[config.mk]
export PLATFORM = sky130hd
export DESIGN_NAME = uart_tx_serializer
export DESIGN_NICKNAME = d
export VERILOG_FILES = /design/src/rtl/uart_tx_serializer.sv
export SDC_FILE = /design/constraint.sdc
export NUM_CORES = 1
export LEC_CHECK = 0
export CORE_MARGIN = 3
export CORE_UTILIZATION = 59
export CTS_CLUSTER_SIZE = 24
export DETAILED_ROUTE_END_ITERATION = 7
export PLACE_DENSITY = 0.83
export SKIP_CTS_REPAIR_TIMING = 1
export SLEW_MARGIN = 40
export SYNTH_ARGS = -nofsm -noshare
export SYNTH_HDL_FRONTEND = slang
export SYNTH_SLANG_ARGS = --single-unit
[constraint.sdc]
create_clock -name i_clk -period 3.54 [get_ports i_clk]
set_input_delay 0.885 -clock i_clk [delete_from_list [all_inputs] [get_ports i_clk]]
set_output_delay 0.885 -clock i_clk [all_outputs]
set_load 0.01 [all_outputs]
[src/rtl/uart_tx_serializer.sv]
// Asynchronous serial transmitter: start bit, LSB-first data, optional parity, stop bit(s).
// Paces one character per accepted start strobe and reports busy/done to the upstream coder.
module uart_tx_serializer #(
    parameter int CLKS_PER_BIT = 434,
    parameter int DATA_BITS    = 8,
    parameter int PARITY       = 0,
    parameter int STOP_BITS    = 1
) (
    input  logic                 i_clk,
    input  logic                 i_reset,
    input  logic [DATA_BITS-1:0] i_char,
    input  logic                 i_TxStart,
    output logic                 o_TxBusy,
    output logic                 o_TxDone,
    output logic                 o_tx
);

    localparam int unsigned       BAUD_W    = (CLKS_PER_BIT > 1) ? $clog2(CLKS_PER_BIT) : 1;
    localparam logic [BAUD_W-1:0] BAUD_LAST = BAUD_W'(CLKS_PER_BIT - 1);
    localparam logic [2:0]        LAST_BIT  = 3'(DATA_BITS - 1);

    typedef enum logic [2:0] {
        S_IDLE,
        S_START,
        S_DATA,
        S_PARITY,
        S_STOP
    } state_t;

    state_t                r_state,   w_state;
    logic [BAUD_W-1:0]     r_baud,    w_baud;
    logic [2:0]            r_bit_idx, w_bit_idx;
    logic                  r_stop,    w_stop;
    logic [DATA_BITS-1:0]  r_shift,   w_shift;
    logic                  r_par,     w_par;
    logic                  r_tx,      w_tx;
    logic                  r_busy,    w_busy;
    logic                  r_done,    w_done;
    logic                  w_tick;

    assign w_tick   = (r_baud == BAUD_LAST);
    assign o_tx     = r_tx;
    assign o_TxBusy = r_busy;
    assign o_TxDone = r_done;

    always_ff @(posedge i_clk) begin
        if (!i_reset) begin
            r_state   <= S_IDLE;
            r_baud    <= '0;
            r_bit_idx <= '0;
            r_stop    <= 1'b0;
            r_shift   <= '0;
            r_par     <= 1'b0;
            r_tx      <= 1'b1;
            r_busy    <= 1'b0;
            r_done    <= 1'b0;
        end else begin
            r_state   <= w_state;
            r_baud    <= w_baud;
            r_bit_idx <= w_bit_idx;
            r_stop    <= w_stop;
            r_shift   <= w_shift;
            r_par     <= w_par;
            r_tx      <= w_tx;
            r_busy    <= w_busy;
            r_done    <= w_done;
        end
    end

    // Every output is computed one edge ahead so o_tx/o_TxBusy/o_TxDone come straight from flops.
    always_comb begin
        w_state   = r_state;
        w_baud    = r_baud;
        w_bit_idx = r_bit_idx;
        w_stop    = r_stop;
        w_shift   = r_shift;
        w_par     = r_par;
        w_tx      = r_tx;
        w_busy    = r_busy;
        w_done    = 1'b0;

        if (r_state != S_IDLE) begin
            w_baud = w_tick ? '0 : r_baud + 1'b1;
        end

        case (r_state)
            S_IDLE: begin
                if (i_TxStart) begin
                    w_state   = S_START;
                    w_shift   = i_char;
                    w_par     = (PARITY == 1) ? ~^i_char : ^i_char;
                    w_tx      = 1'b0;
                    w_busy    = 1'b1;
                    w_baud    = '0;
                    w_bit_idx = '0;
                    w_stop    = 1'b0;
                end
            end
            S_START: begin
                if (w_tick) begin
                    w_state   = S_DATA;
                    w_tx      = r_shift[0];
                    w_shift   = r_shift >> 1;
                    w_bit_idx = '0;
                end
            end
            S_DATA: begin
                if (w_tick) begin
                    if (r_bit_idx == LAST_BIT) begin
                        if (PARITY != 0) begin
                            w_state = S_PARITY;
                            w_tx    = r_par;
                        end else begin
                            w_state = S_STOP;
                            w_tx    = 1'b1;
                            w_stop  = 1'b0;
                        end
                    end else begin
                        w_tx      = r_shift[0];
                        w_shift   = r_shift >> 1;
                        w_bit_idx = r_bit_idx + 3'd1;
                    end
                end
            end
            S_PARITY: begin
                if (w_tick) begin
                    w_state = S_STOP;
                    w_tx    = 1'b1;
                    w_stop  = 1'b0;
                end
            end
            S_STOP: begin
                if (w_tick) begin
                    if ((STOP_BITS == 2) && !r_stop) begin
                        w_stop = 1'b1;
                    end else begin
                        w_state   = S_IDLE;
                        w_busy    = 1'b0;
                        w_done    = 1'b1;
                        w_stop    = 1'b0;
                        w_bit_idx = '0;
                    end
                end
            end
            default: begin
                w_state = S_IDLE;
                w_tx    = 1'b1;
                w_busy  = 1'b0;
            end
        endcase
    end

endmodule
==> flow_summary.yaml <==
status:
  status: "finished, final reports clean"
logic_synthesis:
  synth_area_leaders: "dfxtp_1 39%, mux2i_1 8.2%, o2bb2ai_1 4.6%"
  async_reset_ff_share_pct: 0
  synth_area_per_cell_um2: 8.849
  yosysSeqAreaShare_pct: 38.70
  synth_compound_area_share_pct: 23.63
  synth_mux_area_share_pct: 9.023
  synth_top_family_by_area: "compound AO/OA/AOI/OAI gates"
  yosys_register_bits: 26
  synth-adder-area-share_pct: 3.721
  synth_top_area_cell: "dfxtp_1"
  syn_area_um2: 1345
  synthDistinctLibCells: 44
  synth-xor-area-share_pct: 0
  ys_warn_count: 0
  synthCells: 152
  synthFlopType: "dfxtp_1"
  syn_nets: 167
  synth-simple-area-share_pct: 21.77
  synth.top_cell.area_share_pct: 38.70
  synth-edff-count: 0
cells_and_area:
  final_layout_size_suffix_gt1_share_pct: 7.975
  fin_nets: 179
  syn_to_final_growth_pct: 13.12
  final_util_pct: 73.79
  diodes: 0
route:
  drtAntennaViolNets: 0
  drt_iter0_markers: 71
  wl_per_cell_um: 16.55
  via_per_inst: 6.495
  wl_mm: 3.145
  vias: 1234
  dr.pass1.iters: 4
  drcViolationCount: 0
sta:
  fmax_mhz: 456.0
  setup_tns_ns: 0
  setup_viol_count_final: 0
  skew_ns: 0.01166
  worst_pin_slew_ns: 0.6773
  relSlewSlack_pct: 54.47
  timing.final.crit_share_pct: 61.96
  hold_violations: 0
  min_period_ns: 2.193
  hold_ws_ns: 0.4794
  finalWorstSetupSlack_ns: 1.347
  maxSlewViolCount: 0
  rsz0062_at_grt: "no"
die:
  die_w_um: 53.75
  die_y_um: 53.75
  die-area_um2: 2889
  rows: 16
  fp.coreArea_um2: 2062
  start_util_pct: 65.23
  pin_count: 14
critical_path:
  startpoint_type: "input port"
  worstPathRequired_ns: 3.82
  cp-startpoint: "i_reset"
  crit_chain: "clkdlybuf4s50_1 > nand2b_1 > or3_1 > o2bb2ai_1"
  slowest_stage: "clkdlybuf4s50_1"
  cp_max_fo: 10
  reg2reg_from: "r_bit_idx[0]$_SDFFE_PN0P_"
  critPathKind: "in -> reg"
  arrival_ns: 2.47
  end_kind: "register"
  critPathMaxStageDelay_ns: 0.69
cts:
  clock-sinks: 26
  path_clk_slew_ns: 0.15
  numCtsBuffers: 3
  cts_tree: "yes"
  cts_root_buf: "clkbuf_4"
  insertion_delay_ns: 0.34
  cts_buffer_depth: 2
  cts.htree.levels: 1
global_routing:
  grt-ovfl-total: 0
  grt_max_degree: 15
  antenna_found_initial: 0
  grt_usage_pct: 24.77
  grt_pass1_vias: 1153
  grt_pass1_wl_mm: 5.161
power_and_ir_drop:
  p_per_area_nw_per_um2: 367.4
  p_leak_nw: 0.5413
  ir_drop_v: 0.0003758
worst_hold_path:
  min_from: "r_bit_idx[2]$_SDFFE_PN0P_"
  hold_class: "reg -> reg"
place:
  hpwl_mm: 2.242
  gp_congestion: 0.9385
  place_ws_ns: 1.011
  io_buffers: 13
run:
  cap_viol_max_count: 0
==> cells in the mapped netlist, types with 3 or more instances <==
cell type / n
dfxtp_1: 26
a22oi_1: 3
nand2b_1: 3
buf_2: 4
ha_1: 4
nor3_1: 5
nand2_1: 16
nor2_1: 13
a21oi_1: 9
nand3_1: 3
clkbuf_1: 3
nand3b_1: 3
o2bb2ai_1: 7
o21ai_0: 7
mux2i_1: 11
==> report_power, final <==
| group | internal [W] | switching, W |
|---|---|---|
| combinational | 0.0000420 | 0.0000442 |
| clock | 0.0000632 | 0.0000926 |
| sequential | 0.000306 | 0.0000115 |
| total | 0.000411 | 0.000148 |
==> layout by cell type, fill, tap and decap left out, types with 3 or more instances in the layout <==
cell / n
nand2_1: 16
nand3b_1: 3
ha_1: 4
nand2b_1: 3
nand3_1: 3
a21oi_1: 9
o21ai_0: 7
clkdlybuf4s50_1: 13
nor2_1: 13
nor3_1: 5
mux2i_1: 11
clkbuf_4: 3
o2bb2ai_1: 7
a22oi_1: 3
dfxtp_1: 26
==> layout make-up <==
cell class	count	area, µm²
sequential	26	520.5
clock buffer	4	36.28
tap	27	33.78
fill	153	540.5
multi-input combinational	116	782.0
inverter	3	11.26
timing repair buffer	14	137.6
==> logic make-up after synthesis <==
| family | count (synthesis) |
|---|---|
| compound gates | 44 |
| fa+ha+maj | 4 |
| buf+inv | 10 |
| flops | 26 |
| mux | 12 |
| simple gates | 56 |
==> through the flow <==
| stage | area [µm²] | std cells | power [W] |
|---|---|---|---|
| CTS | 1521 | 190 | 0.0005572 |
| global placement | 1485 | 186 | 0.0004028 |
| detailed placement | 1485 | 186 | 0.0004080 |
| floorplan | 1345 | 152 | 0.0003775 |
| global route | 1521 | 190 | 0.0005792 |
| finish | 1521 | 190 | 0.0005590 |
==> worst max-delay path, delay by kind of cell <==
family,cells,cell delay (ns)
buffers and inverters,1,0.69
and+or+nand+nor,2,0.69
AOI/OAI and AO/OA,1,0.21
==> flip-flops by register name, indices dropped and copies added, names as in the netlist <==
| signal | flops |
|---|---|
| o_TxBusy | 1 |
| r_shift | 8 |
| o_TxDone | 1 |
| r_state | 3 |
| o_tx | 1 |
| r_bit_idx | 3 |
| r_baud | 9 |
==> worst paths after layout <==
check	endpoint	slack, ns	cells after the start
worst min register to register	r_bit_idx[2]$_SDFFE_PN0P_	0.48	2
worst min-delay path	r_bit_idx[2]$_SDFFE_PN0P_	0.48	2
worst max register to register	r_shift[4]$_SDFFE_PN0P_	1.56	6
worst max-delay path	r_shift[4]$_SDFFE_PN0P_	1.35	4
==> per-layer routing <==
metal	part of all wire [%]	up-vias	GRT usage, %	wire length, µm
met5	0	-	0	0
met4	0.60	0	4.681	19
met3	7.2	6	5.817	225
met2	51	56	43.55	1590
met1	42	584	30.61	1310
li1	-	588	-	-
No activity file was read; power rests on OpenSTA's default activity.
